--- src/rtl/max_finder_stream.sv ---
// max_finder_stream
// Streaming argmax over a set of N signed elements that arrive z per beat.
// After the last beat of a set the largest element and its index are held
// on out_max/out_pos until the consumer takes them. Ties go to the lower index.
//
// Ports
//   clk        rising-edge clock
//   reset      synchronous, active-high reset
//   in_valid   in_data holds a beat
//   in_ready   a beat is accepted this cycle (high while accumulating)
//   in_data    z lanes of signed elements; lane j is element beat*z+j
//   out_valid  result is held and valid
//   out_ready  consumer takes the result
//   out_max    largest element of the set
//   out_pos    index 0..N-1 of out_max
//
// State | meaning
// ------+---------------------------------------------------------------
// ACCUM | taking beats, folding each into the running max (in_ready=1)
// HOLD  | result registered, waiting for out_ready (out_valid=1)
module max_finder_stream #(
  parameter int width    = 13,
  parameter int N        = 37,
  parameter int z        = 4,
  parameter int poswidth = $clog2(N)
) (
  input  logic                    clk,
  input  logic                    reset,
  input  logic                    in_valid,
  output logic                    in_ready,
  input  logic signed [width-1:0] in_data [z-1:0],
  output logic                    out_valid,
  input  logic                    out_ready,
  output logic signed [width-1:0] out_max,
  output logic [poswidth-1:0]     out_pos
);

  localparam int BEATS = (N + z - 1) / z;
  localparam int CW    = (BEATS > 1) ? $clog2(BEATS) : 1;

  typedef enum logic {ACCUM, HOLD} state_t;

  state_t state, state_nx;

  logic [CW-1:0]           beat_cnt;
  logic signed [width-1:0] run_max;
  logic [poswidth-1:0]     run_pos;

  logic                    accept;
  logic                    last_beat;
  int                      base;
  logic signed [width-1:0] beat_max;
  logic [poswidth-1:0]     beat_pos;
  logic signed [width-1:0] new_max;
  logic [poswidth-1:0]     new_pos;

  assign in_ready  = (state == ACCUM);
  assign out_valid = (state == HOLD);
  assign accept    = in_valid && in_ready;
  assign last_beat = (beat_cnt == CW'(BEATS - 1));

  always_comb begin
    state_nx = state;
    case (state)
      ACCUM: if (accept && last_beat) state_nx = HOLD;
      HOLD:  if (out_ready)           state_nx = ACCUM;
      default:                        state_nx = ACCUM;
    endcase
  end

  // Lane 0 of any beat is always a real element, so it seeds the in-beat
  // chain; higher lanes must be strictly greater to win, which keeps the
  // lower index on ties. Lanes past N-1 (tail of the last beat) never compete.
  always_comb begin
    base     = int'(beat_cnt) * z;
    beat_max = in_data[0];
    beat_pos = poswidth'(base);
    for (int j = 1; j < z; j++) begin
      if ((base + j) < N && in_data[j] > beat_max) begin
        beat_max = in_data[j];
        beat_pos = poswidth'(base + j);
      end
    end
    new_max = beat_max;
    new_pos = beat_pos;
    // Beat 0 starts a fresh set; later beats only replace on strictly greater,
    // so an earlier-beat winner survives a tie.
    if (beat_cnt != '0 && !(beat_max > run_max)) begin
      new_max = run_max;
      new_pos = run_pos;
    end
  end

  always_ff @(posedge clk) begin
    if (reset) begin
      state    <= ACCUM;
      beat_cnt <= '0;
      run_max  <= '0;
      run_pos  <= '0;
      out_max  <= '0;
      out_pos  <= '0;
    end else begin
      state <= state_nx;
      if (accept) begin
        run_max <= new_max;
        run_pos <= new_pos;
        if (last_beat) begin
          beat_cnt <= '0;
          out_max  <= new_max;
          out_pos  <= new_pos;
        end else begin
          beat_cnt <= beat_cnt + CW'(1);
        end
      end
    end
  end

endmodule

--- config.mk ---
export PLATFORM = sky130hd
export DESIGN_NAME = max_finder_stream
export DESIGN_NICKNAME = d
export VERILOG_FILES = /design/src/rtl/max_finder_stream.sv
export SDC_FILE = /design/constraint.sdc
export NUM_CORES = 1
export LEC_CHECK = 0
export ABC_CLOCK_PERIOD_IN_PS = 11100
export BUFFER_PORTS_ARGS = -buffer_cell sky130_fd_sc_hd__buf_2
export CAP_MARGIN = 20
export CORE_MARGIN = 2
export CORE_UTILIZATION = 45
export DETAILED_ROUTE_END_ITERATION = 7
export PLACE_DENSITY_LB_ADDON = 0.15
export SKIP_LAST_GASP = 1
export SLEW_MARGIN = 5
export SYNTH_ARGS = -nofsm -noshare
export SYNTH_HDL_FRONTEND = slang
export SYNTH_SLANG_ARGS = --single-unit
--- constraint.sdc ---
create_clock -name clk -period 11.1 [get_ports clk]
set_input_delay 2.775 -clock clk [delete_from_list [all_inputs] [get_ports clk]]
set_output_delay 2.775 -clock clk [all_outputs]
set_load 0.05 [all_outputs]
# Yosys cells after proc, flatten, opt, wreduce, memory -nomap -nowiden
# Cells that the tools add are included.
[word_totals] ff_bits=43 input_bits=56 output_inout_bits=21
[op_classes] addsub=4 order_cmp=7 eq_ne=1 muxes=12 n_bitwise=1 reduce_logical=9
[op_table] cell="32-bit by 7-bit less-than comparator with 1-bit output, second input constant" count=3
[op_table] cell="13-bit > comparator" count=4
[op_table] cell="13-bit 2-to-1 mux" count=4
[op_table] cell="6-bit 2-to-1 mux" count=4
[op_table] cell="6-bit by 2-bit adder with 7-bit output, second input constant" count=2
[op_table] cell="6-bit by 1-bit adder with 7-bit output, second input constant" count=1
[op_table] cell="1-bit logical AND" count=6
[op_table] cell="4-bit by 1-bit adder with 4-bit output, second input constant" count=1
[op_table] cell="4-bit equality test, second input constant" count=1
[op_table] cell="4-bit 2-to-1 mux" count=1
[op_table] cell="4-bit nonzero test" count=1
[op_table] cell="1-bit 2-to-1 mux" count=2
[op_table] cell="1-bit case mux with 2 select lines" count=1
[op_table] cell="2-bit AND reduction" count=1
[op_table] cell="1-bit logical NOT" count=1
[op_table] cell="1-bit inverter" count=1

# Logic depth before layout (Yosys ltp)
# Gate-level depths: netlist of run 1.
[depth] depth_word=14 ltp_mapped=38

# Worst setup path before layout of run 1
# OpenSTA, ideal clock, no wires.
[synth_path] kind="input -> register" startpoint="input port in_data[10] (netlist bit)" endpoint="register out_max[10]" arrival_ps=9589 setup_slack_ps=1383 path_stages=35 cell_sequence="inv_1 -> ha_1 -> a21o_1 -> a2111oi_1 -> a21oi_4 -> buf_6 -> mux2i_1 -> ha_1 -> a21oi_1 -> o21bai_2 -> mux2i_1 -> a31o_2 -> or2_1 -> buf_2 -> buf_2 -> buf_2 -> a21o_1 -> ha_1 -> a21o_1 -> a2111oi_0 -> a21oi_1 -> o21a_1 -> clkbuf_1 -> clkbuf_1 -> nand2_1 -> nand2_1 -> ha_1 -> nand4_1 -> or4_1 -> o31a_1 -> o21ai_2 -> nand2_1 -> clkbuf_1 -> o31ai_1 -> a21oi_1"
[synth_via] elab_chain_len=13
[synth_rtl] element="start: declaration" line_no="31" source="input logic signed [width-1:0] in_data [z-1:0],"
[synth_rtl] element="13-bit > comparator" line_no="79" source="if ((base + j) < N && in_data[j] > beat_max) begin"
[synth_rtl] element="1-bit logical AND" line_no="79"
[synth_rtl] element="13-bit 2-to-1 mux *" line_no="79"
[synth_rtl] element="13-bit > comparator" line_no="79"
[synth_rtl] element="1-bit logical AND" line_no="79"
[synth_rtl] element="13-bit 2-to-1 mux *" line_no="79"
[synth_rtl] element="13-bit > comparator" line_no="79"
[synth_rtl] element="1-bit logical AND" line_no="79"
[synth_rtl] element="13-bit 2-to-1 mux *" line_no="79"
[synth_rtl] element="13-bit > comparator" line_no="88" source="if (beat_cnt != '0 && !(beat_max > run_max)) begin"
[synth_rtl] element="1-bit logical NOT" line_no="88"
[synth_rtl] element="1-bit logical AND" line_no="88"
[synth_rtl] element="13-bit 2-to-1 mux *" line_no="88"
[synth_rtl] element="end signal: assignment" line_no="109" source="out_max <= new_max;"
[synth_rtl] element="end: declaration" line_no="34" source="output logic signed [width-1:0] out_max,"
# Every way passes the cells marked *; elsewhere a longest branch is shown, timed or not.
# A chain may end at the register's enable or synchronous reset.

# Worst setup path after layout of run 1
[layout_path] startpoint="input port in_data[10] (netlist bit)" endpoint="register run_max[5]"
[layout_via] elab_chain_len=13
[layout_rtl] element="13-bit > comparator" line_no="79"
[layout_rtl] element="1-bit logical AND" line_no="79"
[layout_rtl] element="13-bit 2-to-1 mux *" line_no="79"
[layout_rtl] element="13-bit > comparator" line_no="79"
[layout_rtl] element="1-bit logical AND" line_no="79"
[layout_rtl] element="13-bit 2-to-1 mux *" line_no="79"
[layout_rtl] element="13-bit > comparator" line_no="79"
[layout_rtl] element="1-bit logical AND" line_no="79"
[layout_rtl] element="13-bit 2-to-1 mux *" line_no="79"
[layout_rtl] element="13-bit > comparator" line_no="88"
[layout_rtl] element="1-bit logical NOT" line_no="88"
[layout_rtl] element="1-bit logical AND" line_no="88"
[layout_rtl] element="13-bit 2-to-1 mux *" line_no="88"
[layout_rtl] element="end signal: assignment" line_no="105" source="run_max <= new_max;"
[layout_rtl] element="end: declaration" line_no="46" source="logic signed [width-1:0] run_max;"
# Marks and branches as above.

==> qor.json, run 1 <==
{
  "routing": {
    "drc": 0,
    "vias": 3597,
    "drt_iter0_markers": 157,
    "antenna_left": 0,
    "drt-pass1-iter-count": 5,
    "route.final.wire_length_um": 9900,
    "wire_per_inst_um": 15.6,
    "routed_via_density": 5.68
  },
  "cts": {
    "buffers_inserted_by_post_cts_timing_repair": 0,
    "cts-root-buf": "clkbuf_8",
    "cts_hold_buf": 0,
    "worst_setup_hold_path_clk_slew_ns": 0.08,
    "cts.path.max_buffers": 2,
    "numCtsBuffers": 5,
    "clk_latency_ns": 0.30,
    "numClockSinks": 43,
    "htreeDepth": 2,
    "ctsResizeCount": 0,
    "clock_tree_from_tritoncts": "done"
  },
  "synth": {
    "synthTopCellsByArea": "dfxtp_1, ha_1, nor2_1",
    "post_synth.cell_area_avg_um2": 7.86,
    "synth_top_cell_area_share": 0.236,
    "synth_seq_cells": 43,
    "ys_types": 50,
    "synthArstFlopShare": 0,
    "synth_top_family_by_area": "compound AO/OA/AOI/OAI gates",
    "synthMuxAreaShare": 0.0467,
    "synth_xor_xnor_area_share": 0.00481,
    "simple_gate_fraction_of_synth_area": 0.205,
    "synth_top_area_cell": "dfxtp_1",
    "synth.cell_area_um2": 3640,
    "synth-compound-area-share": 0.264,
    "synth_edf_count": 0,
    "synth-seq-area-share": 0.236,
    "synthAdderAreaFrac": 0.179,
    "synthesis.nets": 571,
    "dominantRegCellSynth": "dfxtp_1",
    "ys_warn_count": 0,
    "postSynthCellCount": 463
  },
  "sta": {
    "final_max_slew_viol_count": 0,
    "final_min_period_over_clock_period": 0.926,
    "rsz0062_at_grt": "false",
    "finalHoldViolations": 0,
    "finClkSkew_ns": 0.0101,
    "max_slew.worst_pin.slew_ns": 0.926,
    "setup_failing_eps_final": 0,
    "max_clock_freq_mhz": 97.3,
    "totalNegativeSetupSlack_ns": 0,
    "final_period_minus_worst_setup_slack_ns": 10.28,
    "relSlewSlack": 0.381
  },
  "layout": {
    "area_growth_pct": 17.0,
    "drive_gt1_frac": 0.203,
    "post_layout_nonfiller_instances": 633,
    "num_antenna_cells": 0,
    "layout.filler_cells": 762,
    "finish.net_count": 638
  },
  "grt": {
    "grt_pass1_vias": 3417,
    "antenna_found_initial": 0,
    "grt_first_pass_wirelength_um": 16300,
    "groute.usage.overall": 0.231,
    "grt_max_degree": 45,
    "globalRoute.totalOverflow": 0
  },
  "pwr": {
    "powerDensity_nw_per_um2": 170,
    "power.leakage_nw": 2.10,
    "design_power_total_mw": 0.724,
    "worst_ir_drop_vdd_mv": 0.176
  },
  "flow_run": {
    "maxCapViolations": 0
  },
  "place": {
    "gp_congestion": 0.908,
    "post-dp-hpwl_um": 7830,
    "placed_cells": 625,
    "number_of_buffer_cells_added_on_primary_ports": 76
  },
  "setup_path": {
    "cp.buffers_inverters": 4,
    "crit_path_start_kind": "input pin",
    "timing.critical_path.slowest_cell_delay_ns": 0.60,
    "timing.critical_path.arrival_ns": 10.46,
    "setup_crit_end_kind": "flop",
    "critical_path.max_fanout": 24,
    "cpLargestDelayFamily": "compound AO/OA/AOI/OAI gates",
    "timing_worst_setup_path_type": "input pin to flop",
    "cp_data_required_time_ns": 11.28,
    "slowest_stage_cell_on_the_critical_path": "a2111oi_2"
  },
  "floorplan": {
    "chipHeight_um": 94.0,
    "dieArea_um2": 8830,
    "fp-row-count": 32,
    "initial_core_util": 0.469,
    "io_pins": 77,
    "die_width_um": 94.0,
    "core_area_um2": 7770
  },
  "min_path": {
    "hold_path_class": "flop to flop"
  },
  "outcome": {
    "outcome": "finished, final reports clean"
  }
}
==> Yosys cell counts (6+ instances only) <==
library cell and number:
a21oi_1 37, o31ai_1 15, mux2i_1 17, ha_1 52, a311oi_2 7, a21o_1 16, buf_2 6, nor2b_1 6
nand2_1 42, nor2_1 58, a311oi_1 9, clkbuf_1 20, nand4_1 7, o21ai_0 6, a211o_1 14, dfxtp_1 43
nand3_1 9, nor3_1 16, inv_1 31
==> final timing paths <==
kind / start / endpoint / slack [ns] / cells past startpoint
worst min-delay path: out_pos[5] / out_pos[5] / 0.46 / 2
worst max register to register: beat_cnt[1] / run_max[5] / 3.22 / 30
worst min register to register: out_pos[5] / out_pos[5] / 0.46 / 2
worst max-delay path: in_data[10] / run_max[5] / 0.82 / 32
==> per-layer routing <==
metal / wire length, um / GRT usage / vias to the layer above
li1: - / - / 1826
met3: 438 / 0.0353 / 6
met2: 4600 / 0.383 / 78
met5: 0 / 0 / -
met4: 77 / 0.0411 / 0
met1: 4780 / 0.322 / 1687
==> report_power, final <==
group          internal [mW]  switching (mW)  total [mW]
logic                  0.156           0.238       0.394
clock network         0.0900          0.0541       0.144
registers              0.172          0.0141       0.186
total                  0.418           0.306       0.724
==> layout make-up <==
class                   instances  area, um2  area share
clock inverters                 2       60.1      0.0141
flip-flops and latches         43        861       0.202
clock buffers                   6       72.6      0.0170
inverters                      31        116      0.0273
multi-input cells             362       2560       0.601
well taps                     102        128      0.0300
repair buffers                 87        463       0.109
==> metrics by stage <==
step	worst slack [ns]	area, um2	utilization	hold WS (ns)
2_1_floorplan	1.38	3640	-	0.437
3_3_place_gp	0.354	4120	0.530	0.442
3_5_place_dp	0.245	4120	0.530	0.450
4_1_cts	0.504	4250	0.547	0.463
5_1_grt	0.214	4260	0.548	0.486
6_report	0.820	4260	0.548	0.460
==> worst register-to-register path, delay by kind of cell (launching register included) <==
family	cells	cell delay (ns)
fa+ha+maj	3	0.79
mux	1	0.35
simple gates	5	1.03
compound gates	19	4.55
flops	1	0.42
buf+inv	2	0.62
==> registers in the layout, summed over array words and instances (netlist names) <==
| signal | cells |
|---|---|
| out_max | 13 |
| run_max | 13 |
| beat_cnt | 4 |
| out_valid | 1 |
| out_pos | 6 |
| run_pos | 6 |
==> placed cells by master, fill, tap and decap left out, types with 4 or more instances in the layout <==
master / synthesis / final
a311oi_2: 7 / 7
nor2b_1: 6 / 6
o31ai_1: 15 / 15
dfxtp_1: 43 / 43
a211o_1: 14 / 14
nand4_1: 7 / 7
nand2_1: 42 / 42
buf_2: 6 / 76
nand3_1: 9 / 9
inv_1: 31 / 31
clkbuf_8: 0 / 5
buf_4: 0 / 11
or3_1: 4 / 4
a21oi_1: 37 / 37
a311oi_1: 9 / 9
mux2i_1: 17 / 17
nor3_1: 16 / 16
ha_1: 52 / 52
o21ai_0: 6 / 6
a21o_1: 16 / 16
nand2b_1: 4 / 4
nor2_1: 58 / 58
a211oi_1: 4 / 4
==> kinds of logic (layout without fill, tap and decap cells) <==
logic type	after synthesis	in the layout
mux	17	17
compound gates	129	129
flops	43	43
simple gates	162	162
buf+inv	58	126
xor+xnor	2	2
fa+ha+maj	52	52
No activity file was read; power rests on OpenSTA's default activity.
==> run 2: changes to the inputs <==
ABC_CLOCK_PERIOD_IN_PS = not set   (was 11100)
CORE_UTILIZATION = 50   (was 45)
==> run 2 against run 1 <==
Against the previous run:
- wire length decreased by 2.3%
- setup slack better by 0.0056 ns
- clock skew down 0.0020 ns
- combinational power about the same
- hold slack gained 0.0058 ns
- fmax is essentially flat
- die area decreased by 9.6%
- non-clock buffer count is 1 lower
- via count fell by 1.3%
- final area hardly changed
==> qor.json, run 2 (synthesized netlist as in run 1, its figures left out) <==
{
  "layout": {
    "num_antenna_cells": 0,
    "most_common_cell_after_layout_fill_and_taps_aside": "buf_2",
    "finish.net_count": 637,
    "area_growth_pct": 16.9,
    "layout.filler_cells": 693,
    "register_area_um2": 861,
    "post_layout_nonfiller_instances": 629,
    "reg.largest.list": "out_max (13), run_max (13)",
    "most-common-layout-cells": "buf_2, nor2_1, ha_1, dfxtp_1, nand2_1",
    "drive_gt1_frac": 0.202,
    "area_of_the_multi_input_gates_um2": 2550
  },
  "place": {
    "gp_congestion": 0.893,
    "placed_cells": 620,
    "post-dp-hpwl_um": 7670,
    "number_of_buffer_cells_added_on_primary_ports": 76
  },
  "grt": {
    "groute.usage.overall": 0.255,
    "antenna_found_initial": 0,
    "grt_pass1_vias": 3371,
    "grt_max_degree": 45,
    "globalRoute.totalOverflow": 0,
    "grt_first_pass_wirelength_um": 16000
  },
  "pwr": {
    "worst_ir_drop_vdd_mv": 0.0899,
    "power.leakage_nw": 2.10,
    "powerDensity_nw_per_um2": 170
  },
  "sta": {
    "max_clock_freq_mhz": 97.3,
    "final_max_slew_viol_count": 0,
    "final_min_period_over_clock_period": 0.926,
    "final_period_minus_worst_setup_slack_ns": 10.27,
    "relSlewSlack": 0.378,
    "finalHoldViolations": 0,
    "rsz0062_at_grt": "false",
    "max_slew.worst_pin.slew_ns": 0.931,
    "setup_failing_eps_final": 0,
    "totalNegativeSetupSlack_ns": 0,
    "finClkSkew_ns": 0.00811
  },
  "routing": {
    "routed_via_density": 5.64,
    "antenna_left": 0,
    "drt-pass1-iter-count": 4,
    "wire_per_inst_um": 15.4,
    "drt_iter0_markers": 203,
    "drc": 0,
    "route.final.wire_length_um": 9670,
    "vias": 3550
  },
  "floorplan": {
    "core_area_um2": 7140,
    "dieArea_um2": 7980,
    "io_pins": 77,
    "initial_core_util": 0.510,
    "chipHeight_um": 89.3,
    "fp-row-count": 31,
    "die_width_um": 89.3
  },
  "setup_path": {
    "regToRegSetupSlack_ns": 3.36,
    "critical_path.max_fanout": 27,
    "timing.critical_path.arrival_ns": 10.47,
    "r2r.worst_path.cells": 30,
    "critical_path.startpoint": "in_data[10]",
    "setup_crit_end_kind": "flop",
    "timing_worst_setup_path_type": "input pin to flop",
    "timing.critical_path.slowest_cell_delay_ns": 0.68,
    "crit-reg2reg-capture": "out_pos[1]",
    "crit_path_frequent_cell": "ha_1",
    "reg_to_reg_start": "beat_cnt[1]",
    "crit_path_start_kind": "input pin",
    "slowest_stage_cell_on_the_critical_path": "a2111oi_1",
    "cp_data_required_time_ns": 11.29
  },
  "min_path": {
    "hp-start": "run_pos[5]",
    "hold-path-endpoint": "run_pos[5]",
    "min_path_cells": 2,
    "hold_path_class": "flop to flop"
  },
  "cts": {
    "clock_tree_from_tritoncts": "done",
    "numClockSinks": 43,
    "cts_hold_buf": 0,
    "numCtsBuffers": 5,
    "htreeDepth": 2,
    "cts.path.max_buffers": 2,
    "clk_latency_ns": 0.30,
    "buffers_inserted_by_post_cts_timing_repair": 0,
    "worst_setup_hold_path_clk_slew_ns": 0.09,
    "cts-root-buf": "clkbuf_8"
  },
  "flow_run": {
    "maxCapViolations": 0
  },
  "outcome": {
    "outcome": "finished, final reports clean"
  }
}
-- run 2: cell types whose count changed in the layout (fill, tap and decap cells not counted) --
| cell | before | now |
|---|---|---|
| buf_4 | 11 | 8 |
| a21oi_4 | 2 | 1 |
| buf_12 | 0 | 1 |
| buf_8 | 0 | 1 |
| o21a_1 | 2 | 1 |
| a21oi_2 | 0 | 1 |
| o21a_2 | 0 | 1 |
| a2111oi_1 | 0 | 1 |
| a2111oi_2 | 1 | 0 |
-- run 2: worst max-delay path by stage --
| stage | end | cells past startpoint |
|---|---|---|
| 6_report | out_pos[1] | 32 |
| 5_1_grt | out_pos[1] | 32 |
| 4_1_cts | run_max[12] | 33 |
| 3_5_place_dp | run_max[12] | 33 |
| 3_3_place_gp | run_max[12] | 33 |
| 2_1_floorplan | out_max[10] | 35 |
-- run 2: per-layer routing --
layer / vias up / GRT usage / wire, um
met5: - / 0 / 0
met4: 0 / 0.0570 / 136
met3: 13 / 0.0351 / 505
met2: 101 / 0.430 / 4460
met1: 1615 / 0.345 / 4580
li1: 1821 / - / -
-- run 2: per-stage QoR --
stage / util / cell area, um2 / worst slack [ns] / total power, mW / hold slack (ns)
2_1_floorplan: - / 3640 / 1.38 / 0.476 / 0.437
3_3_place_gp: 0.576 / 4110 / 0.377 / 0.560 / 0.443
3_5_place_dp: 0.576 / 4110 / 0.197 / 0.574 / 0.447
4_1_cts: 0.594 / 4240 / 0.505 / 0.720 / 0.464
5_1_grt: 0.597 / 4260 / 0.193 / 0.787 / 0.484
6_report: 0.597 / 4260 / 0.826 / 0.724 / 0.466
-- run 2: critical path, delay by kind of cell --
| kind | cells | cell delay, ns |
|---|---|---|
| mux | 1 | 0.27 |
| compound gates | 16 | 4.04 |
| simple gates | 6 | 1.60 |
| buf+inv | 5 | 0.69 |
| fa+ha+maj | 4 | 1.05 |
-- run 2: what timing repair did --
action | 4_1_cts | 5_1_grt
resized for setup | 0 | 1
endpoints found under the hold margin | 0 | 0
endpoints found under the setup margin | 0 | 1
-- run 2: cell type report --
class,instances,share of cell area
multi-input combinational,362,0.599
tap,99,0.0291
clock inverter,2,0.0141
timing repair buffer,86,0.112
inverter,31,0.0273
sequential,43,0.202
clock buffer,6,0.0170
-- run 2: power breakdown --
part	total, mW	switching, mW	internal (mW)
sequential	0.187	0.0146	0.172
combinational	0.392	0.235	0.158
clock	0.145	0.0552	0.0900
==> run 3: changes to the inputs <==
CORE_ASPECT_RATIO = 0.9   (was not set)
CORE_UTILIZATION = 56   (was 50)
==> run 3 against run 2 <==
Against the previous run:
- count of clock-buffer cells in the layout grew 1
- critical path type unchanged
- highest routed layer unchanged
- fmax shrank 1.9%
- core utilization grew 7.1 points
- clock skew grew 0.0028 ns
- non-clock buffer count shrank 3
- via count grew 0.96%
==> qor.json, run 3 (synthesized netlist as in run 1, its figures left out) <==
{
  "layout": {
    "most-common-layout-cells": "buf_2, nor2_1, ha_1, dfxtp_1, nand2_1",
    "area_growth_pct": 14.1,
    "most_common_cell_after_layout_fill_and_taps_aside": "buf_2",
    "reg.largest.list": "out_max (13), run_max (13)",
    "drive_gt1_frac": 0.195,
    "finish.net_count": 634,
    "num_antenna_cells": 0,
    "layout.filler_cells": 587
  },
  "flow_run": {
    "maxCapViolations": 0
  },
  "setup_path": {
    "crit_path_frequent_cell": "ha_1",
    "timing_worst_setup_path_type": "input pin to flop",
    "cp_data_required_time_ns": 11.28,
    "critical_path.startpoint": "in_data[8]",
    "crit_path_start_kind": "input pin",
    "slowest_stage_cell_on_the_critical_path": "o21a_1",
    "endpoint": "out_pos[1]",
    "critical_path.max_fanout": 21,
    "crit-reg2reg-capture": "out_pos[1]",
    "reg_to_reg_start": "beat_cnt[1]",
    "timing.critical_path.arrival_ns": 10.65,
    "setup_crit_end_kind": "flop",
    "timing.critical_path.slowest_cell_delay_ns": 0.60,
    "r2r.worst_path.cells": 30,
    "regToRegSetupSlack_ns": 3.03
  },
  "min_path": {
    "hold_path_class": "flop to flop"
  },
  "grt": {
    "groute.usage.overall": 0.269,
    "grt_first_pass_wirelength_um": 15300,
    "globalRoute.totalOverflow": 0,
    "grt_max_degree": 45,
    "antenna_found_initial": 0,
    "grt_pass1_vias": 3252
  },
  "floorplan": {
    "io_pins": 77,
    "dieArea_um2": 7160,
    "core_area_um2": 6220,
    "fp-row-count": 27,
    "initial_core_util": 0.586,
    "chipHeight_um": 80.5,
    "die_width_um": 89.0
  },
  "place": {
    "gp_congestion": 0.863,
    "post-dp-hpwl_um": 7450,
    "number_of_buffer_cells_added_on_primary_ports": 76
  },
  "sta": {
    "finClkSkew_ns": 0.0109,
    "max_slew.worst_pin.slew_ns": 0.879,
    "finalHoldViolations": 0,
    "setup_failing_eps_final": 0,
    "final_max_slew_viol_count": 0,
    "final_period_minus_worst_setup_slack_ns": 10.47,
    "relSlewSlack": 0.412,
    "final_min_period_over_clock_period": 0.943,
    "max_clock_freq_mhz": 95.5,
    "totalNegativeSetupSlack_ns": 0,
    "rsz0062_at_grt": "false"
  },
  "pwr": {
    "design_power_total_mw": 0.665,
    "worst_ir_drop_vdd_mv": 0.108,
    "power.leakage_nw": 2.05,
    "powerDensity_nw_per_um2": 160
  },
  "cts": {
    "worst_setup_hold_path_clk_slew_ns": 0.08,
    "cts_hold_buf": 0,
    "cts-root-buf": "clkbuf_8",
    "htreeDepth": 2,
    "clock_tree_from_tritoncts": "done",
    "numCtsBuffers": 5,
    "clk_latency_ns": 0.29,
    "cts.path.max_buffers": 2,
    "buffers_inserted_by_post_cts_timing_repair": 0,
    "numClockSinks": 43
  },
  "outcome": {
    "outcome": "finished, final reports clean"
  },
  "routing": {
    "antenna_left": 0,
    "vias": 3584,
    "wire_per_inst_um": 15.4,
    "route.final.wire_length_um": 9440,
    "drc": 0,
    "drt-pass1-iter-count": 4,
    "routed_via_density": 5.84,
    "drt_iter0_markers": 251
  }
}
## run 3: worst min path at each step
stage / endpoint / start / cells after the start
2_1_floorplan: run_pos[5] / run_pos[5] / 2
3_3_place_gp: out_pos[5] / out_pos[5] / 2
3_5_place_dp: run_pos[5] / run_pos[5] / 2
4_1_cts: run_pos[5] / run_pos[5] / 2
5_1_grt: out_pos[5] / out_pos[5] / 2
6_report: run_pos[5] / run_pos[5] / 2
## run 3: what timing repair did
item / in CTS / in global routing
endpoints found under the setup margin: 0 / 6
endpoints found under the hold margin: 0 / 0
resized for setup: 0 / 1
## run 3: critical path, delay by kind of cell
kind / cells / cell delay (ns)
simple gates: 8 / 2.00
buf+inv: 4 / 0.58
compound gates: 16 / 3.78
mux: 1 / 0.33
fa+ha+maj: 4 / 1.16
## run 3: area by class of cell
type	instances	area, um2	share of cell area
tap	87	109	0.0262
clock buffer	7	76.3	0.0184
clock inverter	1	5.00	0.00121
timing repair buffer	83	433	0.104
sequential	43	861	0.207
multi-input combinational	362	2550	0.615
inverter	31	116	0.0280
## run 3: power breakdown
part           switching (mW)  internal [mW]
Sequential             0.0140          0.172
Combinational           0.232          0.150
Clock                  0.0524         0.0442
Total                   0.298          0.367
## run 3: layer usage
| metal | track usage | routed length [um] | part of all wire |
|---|---|---|---|
| met1 | 0.406 | 4620 | 0.49 |
| met2 | 0.410 | 4240 | 0.45 |
| met3 | 0.0421 | 527 | 0.056 |
| met4 | 0.0373 | 53 | 0.0056 |
| met5 | 0 | 0 | 0 |
## run 3: metrics by stage
step	utilization	worst slack, ns	hold WS [ns]	area [um2]	cells
after floorplan	-	1.38	0.437	3640	463
after global placement	0.654	0.461	0.440	4070	606
after detailed placement	0.654	0.308	0.447	4070	606
after CTS	0.667	0.560	0.459	4150	614
after global routing	0.668	0.126	0.470	4150	614
final	0.668	0.627	0.458	4150	614
